`config.mk`:
```
export PLATFORM = sky130hd
export DESIGN_NAME = clk_enable_gen
export DESIGN_NICKNAME = d
export VERILOG_FILES = /design/src/rtl/clk_enable_gen.sv
export SDC_FILE = /design/constraint.sdc
export NUM_CORES = 1
export LEC_CHECK = 0
export CORE_MARGIN = 2
export CORE_UTILIZATION = 45
export DETAILED_ROUTE_END_ITERATION = 8
export PLACE_DENSITY = 0.72
export SLEW_MARGIN = 30
export SYNTH_ARGS = -nofsm -noshare
export SYNTH_HDL_FRONTEND = slang
export SYNTH_SLANG_ARGS = --single-unit
```
`constraint.sdc`:
```
create_clock -name clk10 -period 3.7 [get_ports clk10]
set_clock_uncertainty 0.15 [all_clocks]
set_input_delay 0.555 -clock clk10 [delete_from_list [all_inputs] [get_ports clk10]]
set_output_delay 0.555 -clock clk10 [all_outputs]
set_load 0.03 [all_outputs]
```
`src/rtl/clk_enable_gen.sv`:
```
// rtl/clk_enable_gen.sv - loadable main/sub clock-enable generator with run, re-sync and load checking
// Optional drift capture of the main counter at sync_in: define SYNC_CAPTURE_EN.
module clk_enable_gen #(
  parameter int CNT_W       = 26,
  parameter int DIV_DEFAULT = 10000000,
  parameter int SUB_DEFAULT = 1000000
) (
  input  logic             clk10,
  input  logic             reset,
  input  logic             run,
  input  logic             sync_in,
  input  logic             div_load,
  input  logic [CNT_W-1:0] div_value,
  input  logic [CNT_W-1:0] sub_value,
  output logic             clk_enable,
  output logic             sub_enable,
  output logic [CNT_W-1:0] phase,
  output logic             load_err,
  output logic [CNT_W-1:0] sync_phase,
  output logic             sync_valid
);

  localparam logic [CNT_W-1:0] ZERO     = '0;
  localparam logic [CNT_W-1:0] ONE      = CNT_W'(1);
  localparam logic [CNT_W-1:0] TWO      = CNT_W'(2);
  localparam logic [CNT_W-1:0] DIV_INIT = CNT_W'(DIV_DEFAULT);
  localparam logic [CNT_W-1:0] SUB_INIT = CNT_W'(SUB_DEFAULT);

  logic [CNT_W-1:0] cnt, sub_cnt;
  logic [CNT_W-1:0] div_act, sub_act;
  logic [CNT_W-1:0] div_sh, sub_sh;
  logic             pending;
  logic             wrap, sub_wrap, load_ok, apply;

  always_comb begin
    wrap     = (cnt == div_act - ONE);
    sub_wrap = (sub_cnt == sub_act - ONE);
    load_ok  = (div_value >= TWO) && (sub_value != ZERO) && (sub_value <= div_value);
    apply    = pending && (sync_in || (run && wrap));
  end

  always_ff @(posedge clk10 or negedge reset) begin
    if (!reset) begin
      cnt        <= ZERO;
      sub_cnt    <= ZERO;
      div_act    <= DIV_INIT;
      sub_act    <= SUB_INIT;
      div_sh     <= DIV_INIT;
      sub_sh     <= SUB_INIT;
      pending    <= 1'b0;
      clk_enable <= 1'b0;
      sub_enable <= 1'b0;
      load_err   <= 1'b0;
    end else begin
      clk_enable <= 1'b0;
      sub_enable <= 1'b0;
      load_err   <= 1'b0;

      // Re-sync and main wrap both realign the sub counter, so one pulse covers both.
      if (sync_in || (run && wrap)) begin
        cnt        <= ZERO;
        sub_cnt    <= ZERO;
        clk_enable <= 1'b1;
        sub_enable <= 1'b1;
      end else if (run) begin
        cnt <= cnt + ONE;
        if (sub_wrap) begin
          sub_cnt    <= ZERO;
          sub_enable <= 1'b1;
        end else begin
          sub_cnt <= sub_cnt + ONE;
        end
      end

      if (apply) begin
        div_act <= div_sh;
        sub_act <= sub_sh;
        pending <= 1'b0;
      end

      // A load on the same edge as an application re-arms pending for the next wrap.
      if (div_load) begin
        if (load_ok) begin
          div_sh  <= div_value;
          sub_sh  <= sub_value;
          pending <= 1'b1;
        end else begin
          load_err <= 1'b1;
        end
      end
    end
  end

  assign phase = cnt;

`ifdef SYNC_CAPTURE_EN
  always_ff @(posedge clk10 or negedge reset) begin
    if (!reset) begin
      sync_phase <= ZERO;
      sync_valid <= 1'b0;
    end else begin
      sync_valid <= sync_in;
      if (sync_in) sync_phase <= cnt;
    end
  end
`else
  assign sync_phase = ZERO;
  assign sync_valid = 1'b0;
`endif

endmodule

```
Word-level counts from Yosys, hierarchy flattened

Index checks and enable logic that the tools add are counted.

Add/subtract/negate cells: 4
Order comparisons: 2
Equality and inequality tests: 2
Multiplexer cells: 14
Reductions and logical operators: 8

Operator list:

| cell                                                                    | number |
|---|---|
| 26-bit 2-to-1 mux                                                       | 5 |
| 26-bit by 1-bit adder with 26-bit output (second input constant)        | 2 |
| 26-bit == test                                                          | 2 |
| 26-bit by 1-bit subtractor with 26-bit output (second input constant)   | 2 |
| 26-bit by 2-bit >= comparator with 1-bit output (second input constant) | 1 |
| 26-bit less-or-equal comparator                                         | 1 |
| 26-bit nonzero test                                                     | 1 |
| 1-bit 2-to-1 mux                                                        | 9 |
| 1-bit logical AND                                                       | 4 |
| 2-bit AND reduction                                                     | 1 |
| 2-bit nonzero test                                                      | 1 |
| 1-bit logical OR                                                        | 1 |

Register bits: 160
Input bits: 57

Longest topological paths before layout

Depth after elaboration: 8
Depth in mapped cells: 12
Depth with buffers taken out: 10

Worst setup path before layout

Ideal clock, no wire load.

Kind: input to register
From: input div_value[19]
To: register div_sh[11]
Library setup time: 125 ps
Data arrival time: 2876 ps
Required time: 3425 ps
Path slack: 549 ps
Stages on the path: 10
Cells stage by stage: inv_1 -> ha_1 -> a21o_1 -> a21o_1 -> a21o_1 -> a211oi_1 -> o31ai_1 -> o41ai_2 -> buf_2 -> mux2_2

Longest elaborated chain between the ends: 4
Elaborated cells between the ends (all ways): 5

Ends and longest elaborated chain:

| item                                            | line | text |
|---|---|---|
| from (decl)                                     | 13   | `input logic [CNT_W-1:0] div_value,` |
| 26-bit by 2-bit >= comparator with 1-bit output | 38   | `load_ok = (div_value >= TWO) && (sub_value != ZERO) && (sub_value <= div_value);` |
| 1-bit logical AND                               | 38   |  |
| 1-bit logical AND (*)                           | 38   |  |
| 2-bit AND reduction (no source line) (*)        | --   |  |
| to (signal assigned)                            | 84   | `div_sh <= div_value;` |
| to (decl)                                       | 31   | `logic [CNT_W-1:0] div_sh, sub_sh;` |

Every way passes the cells marked *; elsewhere a longest branch is shown, timed or not.
A chain may end at the register's enable or synchronous reset.

Worst setup path after layout

From: register div_act[18]
To: register div_act[12]

Longest elaborated chain between the ends: 5

Ends and longest elaborated chain:

| item                                          | line | text |
|---|---|---|
| from (decl)                                   | 30   | `logic [CNT_W-1:0] div_act, sub_act;` |
| from (signal assigned)                        | 76   | `div_act <= div_sh;` |
| 26-bit by 1-bit subtractor with 26-bit output | 36   | `wrap = (cnt == div_act - ONE);` |
| 26-bit == test                                | 36   |  |
| 1-bit logical AND                             | 39   | `apply = pending && (sync_in \|\| (run && wrap));` |
| 1-bit logical OR                              | 39   |  |
| 1-bit logical AND                             | 39   |  |

Every way passes these cells.

==> results.txt <==
Avg Cell Area, Syn -> 9.47 µm²
DIE HEIGHT -> 160 µm
Core area -> 0.0241 mm²
Port buffer count -> 85
Ys async rst share -> 1.00
DRC Markers -> 0
DP HPWL -> 21600 µm
CTS clk-pin slew, worst paths -> 0.07 ns
Fmax -> 284 MHz
Worst VDD drop -> 0.000282 V
Worst Tran Pin Value -> 0.797 ns
Slew Viols, Final -> 0
Setup TNS Final -> 0 ns
Iter 0 DRT Violations -> 1217
GP Congestion -> 0.883
Critical Path Start Type -> flip-flop
Status -> finished clean
Setup violations, final -> 0
Chip width -> 160 µm
Clock Sink Count -> 160
Final min period -> 3.52 ns
Max_cap viols -> 0
First-pass GRT wire length -> 48600 µm
Vias -> 9605
Critical path arrival -> 3.69 ns
# IOs -> 113
Area of the die -> 0.0256 mm²
CTS tree -> built
Worst skew pair latency -> 0.44 ns
Final Worst Setup Slack -> 0.184 ns
Clock root buffer -> clkbuf_16
Fin crit share -> 0.950
H-tree level count -> 4
Mapped Cells -> 1158
CP delay by family, top -> simple AND/OR/NAND/NOR gates
Critical Path Fanout Max -> 48
Relative slew slack -> 0.468
Initial Util -> 0.455
Slowest CP cell -> or4_4
Drt total wl -> 30400 µm
CP Launch Point -> div_act[18]
Final instance area -> 0.0128 mm²
Leakage -> 5.22 nW
TritonCTS buffer count -> 17
Dpl ws -> -0.0653 ns
Ys flop type -> dfrtp_1
RSZ-0062 raised after global routing -> false
Total GRT Usage -> 0.234
WS Path Type -> reg -> reg
Synth cell types -> 80
Post-synthesis sequential area ratio -> 0.368
Number of global-route vias before repair -> 8896
Synth Register Bits -> 160
Post-route ant nets -> 0
Hold Fails Final Rpt -> 0
Worst endpoint required time -> 3.87 ns
Clk buf depth -> 2
Initial antenna violation count -> 0
Layout Nets -> 1315
Via density per instance -> 6.14
Buffers & Inverters on Critical Path -> 1
Post-synth EDFFs -> 0
Congestion Overflow GR -> 0
N_diodes -> 0
Worst min path class -> in -> async
Delay of the slowest critical-path stage -> 0.56 ns
Wire per inst -> 19.4 µm
DRT Pass-1 Iters -> 7
Reg-to-reg startpoint -> div_act[18]
PD cells -> 423 mW/mm²
Largest net degree at the start of global routing -> 80
Layout cell share with drive strength beyond 1 -> 0.163
Area after DPL -> 0.0121 mm²
Fin Hold WS -> 0.0124 ns
Rows -> 57
Layout area overhead -> 16.6%
Synthesis warning total -> 0
Worst-path cell chain -> or4_4, or3_4, nor4b_4, xnor2_1, o311a_4, nand4_4, buf_12, a222oi_1, o311ai_2
Critical Path Sink Type -> flip-flop
Mapped Area -> 0.0110 mm²
-- placed cells by master (no fill, tap or decap), types with 10 or more instances in the layout --
cell	instances
a21oi_1	20
o311ai_1	42
ha_1	30
a222oi_1	52
and3_1	14
mux2_2	44
nor3_1	25
o311ai_2	10
nand4_1	78
nand2_1	38
clkdlybuf4s50_1	83
buf_4	37
dfrtp_1	130
xnor2_1	46
clkbuf_16	17
inv_1	85
dfstp_2	30
nor4_1	21
xor2_1	57
o21ai_0	12
nand3_1	39
conb_1	27
nor2_1	127
-- Yosys cell counts (all sizes together) (6+ instances only) --
library cell / count / share of area
nor2: 137 / 0.049
dfrtp: 130 / 0.30
inv: 86 / 0.029
nand4: 80 / 0.048
buf: 65 / 0.043
xor2: 57 / 0.046
o311ai: 54 / 0.050
a222oi: 52 / 0.047
mux2: 52 / 0.053
xnor2: 46 / 0.037
clkbuf: 41 / 0.014
nand3: 40 / 0.019
nand2: 39 / 0.013
dfstp: 30 / 0.072
ha: 30 / 0.034
nor3: 26 / 0.012
nor4: 25 / 0.018
a21oi: 20 / 0.0091
and3: 14 / 0.0080
o21ai: 14 / 0.0067
and4: 10 / 0.0084
or4: 9 / 0.0072
a211oi: 7 / 0.0048
nand2b: 7 / 0.0040
a31oi: 6 / 0.0034
-- cell type report --
cell class | instances | area [µm²]
Fill cell | 2169 | 11300
Timing Repair Buffer | 130 | 1300
Clock buffer | 18 | 429
Tap cell | 324 | 405
Sequential cell | 160 | 4040
Clock inverter | 13 | 156
Multi-Input combinational cell | 833 | 6140
Inverter | 86 | 323
-- metal layers --
metal / wire length, µm / GRT usage / vias up
met1: 13400 / 0.340 / 4726
met4: 566 / 0.0643 / 0
met3: 2320 / 0.0382 / 38
met5: 0 / 0 / -
li1: - / - / 4433
met2: 14100 / 0.363 / 408
-- kinds of logic (layout without fill, tap and decap cells) --
kind of cell | Yosys count | after routing | synth area share
XOR/XNOR | 103 | 103 | 0.0822
multiplexers | 55 | 55 | 0.0561
AND/OR/NAND/NOR | 416 | 416 | 0.210
AO/OA/AOI/OAI | 201 | 202 | 0.163
adder cells (fa/ha/maj) | 30 | 30 | 0.0342
buffers and inverters | 192 | 247 | 0.0861
other | 1 | 27 | 0.000342
flip-flops | 160 | 160 | 0.368
-- repair_timing --
item	4_1_cts	5_1_grt
hold endpoints to repair	0	0
setup endpoints to repair	0	57
setup buffers	0	2
gates resized for setup	0	4
hold buffers	0	0
-- path summary, 6_finish.rpt --
check | end | slack (ns) | depth (start not counted)
min in group clk10 | sub_sh[3] | 0.38 | 1
max in group asynchronous | sub_act[18] | 2.43 | 2
setup reg to reg | div_act[12] | 0.18 | 9
hold reg to reg | sub_sh[3] | 0.38 | 1
hold / removal | phase[3] | 0.01 | 1
setup / recovery | div_act[12] | 0.18 | 9
-- state kept, by name (all words and copies together), names as in the netlist --
register,cells
clk_enable,1
div_act,26
div_sh,26
load_err,1
pending,1
phase,26
sub_act,26
sub_cnt,26
sub_enable,1
sub_sh,26
-- power by group --
part	internal, W	switching, W	leakage (nW)
registers	0.00204	0.000355	1.90
logic	0.000560	0.000661	3.04
clock network	0.00101	0.000786	0.285
-- per-stage QoR --
step | cells | util | total power (W)
after global routing | 1564 | 0.531 | 0.00567
after global placement | 1530 | 0.503 | 0.00356
after detailed placement | 1530 | 0.503 | 0.00361
after floorplan | 1184 | - | 0.00318
after CTS | 1561 | 0.528 | 0.00541
final | 1564 | 0.531 | 0.00541
Note: power is estimated with default switching activity, not from simulation.
==> edit: new RTL, same settings <==
Put one more register stage on the output `phase`, with the module's reset. The value now appears one clock later. The other outputs are not delayed to match.
--- a/src/rtl/clk_enable_gen.sv
+++ b/src/rtl/clk_enable_gen.sv
@@ -92,5 +92,11 @@
   end
 
-  assign phase = cnt;
+  always_ff @(posedge clk10 or negedge reset) begin
+    if (!reset) begin
+      phase <= '0;
+    end else begin
+      phase <= cnt;
+    end
+  end
 
 `ifdef SYNC_CAPTURE_EN
Formal check against the unedited RTL: not equivalent (Yosys sat finds a counterexample within 4 cycles, from zero or initial values and one cycle with reset low).
==> edit against the original RTL <==
  * Wire length fell by 0.86%
  * Synthesized area up 6.4%
  * Total power up 5.4%
  * Sequential cell count rose by 26
  * Sequential power is 8.8% higher
  * Via count increased by 3.9%
  * Cell area grew 7.1%
  * Synthesized cell count increased by 10%
  * Setup slack got worse by 67 ps
  * Largest cell class unchanged
==> edit: results (changes against the original RTL) <==
Outcome
  – Outcome: finished, final reports clean

Power
  – Internal power: 3.82 mW (+6.0%)
  – LEAKAGE: 5.50 nW (+5.5%)
  – Pwr dens: 416 nW/um2 (-1.6%)
  – Max IR drop VDD: 329 uV (+17%)

GRT
  – Met1 Usage GRT: 0.326 (-0.0146)
  – Vias in the first global route: 9183 (+3.2%)
  – GR Util All Layers: 0.223 (-0.0117)
  – Global Route met3 Usage: 0.0390 (+0.000779)
  – First-pass GRT wire length: 48400 um (-0.44%)
  – Largest net degree at the start of global routing: 107 (+34%)

Setup path
  – Slowest cell delay on critical path: 520 ps (-40 ps)
  – R2r worst-path depth: 13 (+4)
  – Crit path DAT: 3750 ps (+60 ps)
  – CP Max Fanout: 27 (-44%)
  – Delay-heaviest family, CP: compound AO/OA/AOI/OAI gates
  – CP max stage cell: or4b_4

Layout
  – Share of layout cells above drive strength 1: 0.152 (-0.0105)
  – Final nets: 1445 (+9.9%)
  – Layout filler cell count: 2261 (+4.2%)

Synthesis
  – Synth top cells by count: dfrtp_1 (156), nand2_1 (135), nor2_1 (105), nand3_1 (82), clkbuf_1 (70)
  – Synth Area in Adders: 0.0322 (-0.00206)
  – XOR/XNOR Fraction of Synth Area: 0.0818 (-0.000442)
  – Sequential share of the synthesized area: 0.402 (+0.0336)
  – Mux cell area share after synthesis: 0.0553 (-0.000801)
  – Post-synthesis compound-gate area fraction: 0.109 (-0.0539)
  – Number of distinct library cells after synthesis: 75 (-6.3%)
  – Mapped Cells: 1276 (+10%)

Timing
  – Headroom to the max-slew limit: 0.516 (+0.0475)

Hold path
  – Worst hold-check path type: flip-flop to flip-flop
  – Hold depth: 0

Route
  – WL met3: 2160 um (-7.1%)
  – Routed WL per cell: 17.7 um (-8.9%)
  – Met2 routed WL: 13700 um (-2.5%)
  – Via density: 5.87 (-4.5%)
  – Met1 WL: 13900 um (+3.2%)
  – Drt pass-1 iters: 8 (+1)
  – DRT iter0 DRCs: 1063 (-13%)

Place
  – Routability-driven placement congestion ratio: 0.943 (+6.9%)
  – Hpwl dp: 21400 um (-0.63%)
  – Setup slack after placement: -215 ps (-150 ps)
  – Dpl cells: 1664 (+8.8%)
  – Post-Place Cell Area: 13100 um2 (+7.6%)
  – Buffers on Ports: 85 (unchanged)

Clock tree
  – CTS-repair resized insts: 1 (+1)
-- edit: changes by cell type after synthesis, sizes merged, moves of 33 or more --
cell / change
inv: -36
clkbuf: +33
nand3: +42
nand4: -56
o311ai: -51
or3: +58
nand2: +96
nor2b: +50
-- edit: final cells by class --
cell class / instances / area [um2] / area share
clock inverter: 15 / 150 / 0.0110
inverter: 50 / 188 / 0.0137
clock buffer: 17 / 425 / 0.0310
multi-input combinational: 947 / 6320 / 0.461
antenna: 1 / 2.50 / 0.000183
sequential: 186 / 4690 / 0.342
timing repair buffer: 156 / 1520 / 0.111
tap: 330 / 413 / 0.0301
-- edit: final timing paths --
path,from,to,slack (ps)
max reg2reg,div_act[1],sub_cnt[5],120
min in group asynchronous,reset,div_act[25],500
min,cnt[17],phase[17],300
min reg2reg,cnt[17],phase[17],300
max in group asynchronous,reset,sub_cnt[4],2070
max,div_act[1],sub_cnt[5],120
